[config.mk]
export PLATFORM = sky130hd
export DESIGN_NAME = word_assembler_32
export DESIGN_NICKNAME = d
export VERILOG_FILES = /design/src/rtl/word_asm_pkg.sv /design/src/rtl/nibble_shift_reg.sv /design/src/rtl/word_assembler_32.sv
export SDC_FILE = /design/constraint.sdc
export NUM_CORES = 1
export LEC_CHECK = 0
export ABC_CLOCK_PERIOD_IN_PS = 1800
export BUFFER_PORTS_ARGS = -buffer_cell sky130_fd_sc_hd__buf_2
export CAP_MARGIN = 20
export CELL_PAD_IN_SITES_DETAIL_PLACEMENT = 0
export CELL_PAD_IN_SITES_GLOBAL_PLACEMENT = 1
export CORE_ASPECT_RATIO = 1.4
export CORE_UTILIZATION = 35
export DETAILED_ROUTE_END_ITERATION = 10
export PLACE_DENSITY = 0.83
export SYNTH_ARGS = -nofsm -noshare
export SYNTH_HDL_FRONTEND = slang
export SYNTH_SLANG_ARGS = --single-unit
[constraint.sdc]
create_clock -name Clock -period 1.8 [get_ports Clock]
set_clock_uncertainty 0.1 [all_clocks]
set_input_delay 0.18 -clock Clock [delete_from_list [all_inputs] [get_ports Clock]]
set_output_delay 0.18 -clock Clock [all_outputs]
set_load 0.01 [all_outputs]
[src/rtl/word_asm_pkg.sv]
// Shared types and sizing helpers for the nibble-to-word assembler.
package word_asm_pkg;

  // Two-state handshake FSM: gathering nibbles, or presenting a full word.
  typedef enum logic {
    COLLECT = 1'b0,
    HOLD    = 1'b1
  } state_t;

  // Number of nibbles that make up one assembled word.
  function automatic int nibs_per_word(input int word_w, input int nib_w);
    return word_w / nib_w;
  endfunction

  // Counter width able to hold the full range 0..nibs_per_word inclusive.
  function automatic int count_width(input int word_w, input int nib_w);
    return $clog2(word_w / nib_w) + 1;
  endfunction

endpackage

[src/rtl/nibble_shift_reg.sv]
// Nibble-granular shift register. Shifts one nibble in per load, either
// toward the MSB end (first nibble ends up on top) or toward the LSB end
// (first nibble ends up at the bottom). Sync clear beats load.
module nibble_shift_reg #(
  parameter int WORD_W    = 32,
  parameter int NIB_W     = 4,
  parameter int MSB_FIRST = 1
) (
  input  logic              Clock,
  input  logic              Clear,
  input  logic              clr,
  input  logic              load,
  input  logic [NIB_W-1:0]  din,
  output logic [WORD_W-1:0] q
);

  logic [WORD_W-1:0] shifted;

  generate
    if (MSB_FIRST != 0) begin : g_msb_first
      assign shifted = {q[WORD_W-NIB_W-1:0], din};
    end else begin : g_lsb_first
      assign shifted = {din, q[WORD_W-1:NIB_W]};
    end
  endgenerate

  // Word storage: async reset to zero, sync clear, shift on load.
  always_ff @(posedge Clock or posedge Clear) begin
    if (Clear) begin
      q <= '0;
    end else if (clr) begin
      q <= '0;
    end else if (load) begin
      q <= shifted;
    end
  end

endmodule

[src/rtl/word_assembler_32.sv]
// Packs a valid/ready stream of nibbles into one word and presents it on a
// valid/ready output. in_ready and out_valid decode the registered state
// only, so there is no combinational input-to-output path.
module word_assembler_32
  import word_asm_pkg::*;
#(
  parameter int WORD_W    = 32,
  parameter int NIB_W     = 4,
  parameter int MSB_FIRST = 1
) (
  input  logic                              Clock,
  input  logic                              Clear,
  input  logic                              flush,
  input  logic                              in_valid,
  output logic                              in_ready,
  input  logic [NIB_W-1:0]                  in_data,
  output logic                              out_valid,
  input  logic                              out_ready,
  output logic [WORD_W-1:0]                 out_data,
  output logic [$clog2(WORD_W/NIB_W):0]     nib_count
);

  localparam int N     = nibs_per_word(WORD_W, NIB_W);
  localparam int CNT_W = count_width(WORD_W, NIB_W);
  localparam logic [CNT_W-1:0] LAST = CNT_W'(N - 1);

  generate
    if (WORD_W % NIB_W != 0) begin : g_width_check
      $error("word_assembler_32: WORD_W must be an integer multiple of NIB_W");
    end
  endgenerate

  state_t            state;
  state_t            state_nxt;
  logic [CNT_W-1:0]  cnt;
  logic              accept;
  logic              handoff;
  logic              sr_clr;

  // Handshake qualifiers; in_valid gates accept so X data never loads.
  assign accept  = in_valid & in_ready;
  assign handoff = out_valid & out_ready;
  // A handoff empties the word; flush discards it regardless.
  assign sr_clr  = flush | handoff;

  // State register.
  always_ff @(posedge Clock or posedge Clear) begin
    if (Clear) begin
      state <= COLLECT;
    end else begin
      state <= state_nxt;
    end
  end

  // Next-state logic: flush wins over accept and handoff.
  always_comb begin
    state_nxt = state;
    if (flush) begin
      state_nxt = COLLECT;
    end else begin
      case (state)
        COLLECT: if (accept && cnt == LAST) state_nxt = HOLD;
        HOLD:    if (handoff)               state_nxt = COLLECT;
        default:                            state_nxt = COLLECT;
      endcase
    end
  end

  // Output decode from the registered state only.
  always_comb begin
    in_ready  = 1'b1;
    out_valid = 1'b0;
    case (state)
      COLLECT: begin
        in_ready  = 1'b1;
        out_valid = 1'b0;
      end
      HOLD: begin
        in_ready  = 1'b0;
        out_valid = 1'b1;
      end
      default: begin
        in_ready  = 1'b1;
        out_valid = 1'b0;
      end
    endcase
  end

  // Nibble counter: zeroed by flush or handoff, bumped on each accept.
  always_ff @(posedge Clock or posedge Clear) begin
    if (Clear) begin
      cnt <= '0;
    end else if (sr_clr) begin
      cnt <= '0;
    end else if (accept) begin
      cnt <= cnt + 1'b1;
    end
  end

  assign nib_count = cnt;

  nibble_shift_reg #(
    .WORD_W    (WORD_W),
    .NIB_W     (NIB_W),
    .MSB_FIRST (MSB_FIRST)
  ) u_sr (
    .Clock (Clock),
    .Clear (Clear),
    .clr   (sr_clr),
    .load  (accept),
    .din   (in_data),
    .q     (out_data)
  );

endmodule
==> results.toml <==
[yosys]
yosys-mux-area-fraction_pct = 0
synthXorXnorAreaFrac_pct = 1.15
synth_area_leaders = "dfrtp_1, nand2_1, a21oi_1, buf_2, buf_4"
synth_most_common_cell = "nand2_1"
synthDistinctLibCells = 19
synth_cells = 166
dominantRegCellSynth = "dfrtp_1"
synth_nets = 176
synth_common_cells = "nand2_1, dfrtp_1, a21oi_1"
synth_top_family_by_area = "simple AND/OR/NAND/NOR gates"
postSynth.asyncResetShare_pct = 100
synth-edff-count = 0
synth_top_area_share_pct = 60.6
avgSynthCellArea_um2 = 9.20
synth_simple_gate_area_share_pct = 19.5
syn-cell-area_um2 = 1530
synth_compound_area_share_pct = 12.5
yosys_warnings = 0
yosys.area_share.adder_pct = 0.819
ys_seq_elements = 37
ys_seq_area_share_pct = 60.6
synth_top_cell_by_area = "dfrtp_1"

[grt]
grt_max_degree = 38
grt_pass1_wl_mm = 4.99
grt.busiest_layer = "met2"
grt_antenna_before_repair = 0
grt_usage_pct = 14.4
grt_util_met1_pct = 15.7
grt_use_met3_pct = 5.48
grt_overflow = 0
grt_pass1_vias = 1139
grtUsageMet2_pct = 24.4

[timing]
setup_tns_ns = 0
period_needed_ns = 1.34
slew_headroom_pct = 68.7
setup_viol = 0
worst_slack_ns = 0.459
max_freq_mhz = 746
drv_slew = 0
min_period_over_period_pct = 74.5
hold_violations = 0
rsz0062_at_grt = "false"
fin_hold_ws_ns = 0.0207
worst_pin_slew_ns = 0.469

[setup_path]
crit_type = "reg -> reg"
cp.buffers_inverters = 1
worst-r2r-cell-count = 4
end_kind = "flop"
cp-endpoint = "u_sr.q[30]"
start_kind = "flop"
crit_arrival_ns = 1.45
required_ns = 1.91
path_cells = "nand2b_4, buf_4, nand2_1, a21oi_1"
crit_family = "flip-flops"
r2r_slack_ns = 0.46
crit_fanout = 21
max_stage_delay_ns = 0.42
crit_path_top_delay_cell = "dfrtp_1"
r2r_end = "u_sr.q[30]"
crit_cells = 4
timing.rr.start = "state"
crit_start = "state"

[die]
die_h_um = 80.2
core_region_area_um2 = 4200
start_util_pct = 36.3
die_x_um = 57.8
core.rowCount = 28
design.die.area_um2 = 4640
pin_count = 47

[cts]
cts_max_level = 2
clkTransAtPathRegs_ns = 0.07
cts_tree = "done"
clock-sinks = 37
cts-root-buf = "clkbuf_8"
cts_buffer_depth = 2
insertion_delay_ns = 0.29
cts_buffers = 5
postCtsSetupBuffers = 0

[drt]
ant_nets = 0
vias = 1238
drcViolationCount = 2
drtIter0Drc = 34
wl_mm = 3.18
wl_per_cell_um = 12.3
detailedRoute.firstPassIterationCount = 7
via_per_inst = 4.80

[min_path]
hold_class = "in -> reg"
worstHoldPathCells = 3

[finish]
syn2layout_area_growth_pct = 25.3
final_util_pct = 45.5
diodes = 0
drive_above_1_share_pct = 27.7
fin_nets = 222

[power]
leakage_uw = 0.000960
power_uw = 1710
power.density_nw_per_um2 = 894
ir_drop_uv = 584

[placement]
place_congestion = 0.747
io_buffers = 46
place_ws_ns = 0.449
dp_hpwl_mm = 2.03

[status]
status = "finished, violations left"
violations = "design-rule violations"

[flow_run]
max-cap-violations = 0
-- layout make-up --
type | count | area (um^2)
Clock inverter | 1 | 30.0
Fill cell | 425 | 2290
Sequential cell | 37 | 926
Multi-Input combinational cell | 114 | 522
Tap cell | 45 | 56.3
Clock buffer | 7 | 86.3
Timing Repair Buffer | 51 | 283
Inverter | 3 | 11.3
-- flip-flops by register name (all words and copies together), names as in the netlist --
name,cells
state,1
nib_count,4
u_sr.q,32
-- cell usage in the layout (no fill, tap or decap) --
cell type	n
a21oi_1	34
dfrtp_1	37
buf_4	3
a21o_1	1
nor2_1	3
ha_1	1
nand2b_4	1
xnor2_1	2
o31a_1	1
nand3_1	1
nor2b_2	1
nand2_1	66
dlygate4sd3_1	1
buf_2	46
inv_1	3
clkbuf_8	6
buf_12	1
bufinv_16	1
o21ai_1	1
nand3b_1	1
clkbuf_1	1
or3_1	1
-- where the power goes --
group          internal (uW)  switching (uW)  total (uW)
clock                    451             283         735
combinational           40.3            79.1         119
sequential               845            12.7         858
total                   1340             375        1710
-- stage by stage --
stage	instance area (um^2)	std cells
2_1_floorplan	1530	166
3_3_place_gp	1790	249
3_5_place_dp	1790	249
4_1_cts	1910	258
5_1_grt	1910	258
6_report	1910	258
-- worst min path at each step --
| stage | start | endpoint |
|---|---|---|
| floorplan | in_data[0] | u_sr.q[0] |
| global placement | Clear | u_sr.q[0] |
| detailed placement | Clear | nib_count[0] |
| CTS | in_data[2] | u_sr.q[2] |
| global route | in_data[2] | u_sr.q[2] |
| finish | in_data[2] | u_sr.q[2] |
-- worst reg2reg max path, cell delays in order, from the launching register on --
cell and delay [ns]:
dfrtp_1 0.42, nand2b_4 0.25, buf_4 0.27, nand2_1 0.08, a21oi_1 0.15
-- logic make-up after synthesis --
| family | count (synthesis) |
|---|---|
| AOI/OAI and AO/OA | 37 |
| xor gates and xnor gates | 2 |
| adders and majority gates | 1 |
| buffers and inverters | 15 |
| DFF | 37 |
| and+or+nand+nor | 74 |
-- per-layer routing --
metal / share of wire [%] / wire length (um) / vias to the layer above
met1: 44 / 1390 / 584
met3: 4.9 / 155 / 5
met5: 0 / 0 / -
met4: 1.8 / 58 / 0
met2: 50 / 1580 / 28
li1: - / - / 621
-- timing repair --
| action | in CTS | in global routing |
|---|---|---|
| endpoints found under the setup margin | 0 | 0 |
| resized for setup | 0 | 0 |
| hold buffers | 1 | 0 |
| endpoints found under the hold margin | 37 | 0 |
Note: power is estimated with default switching activity, not from simulation.
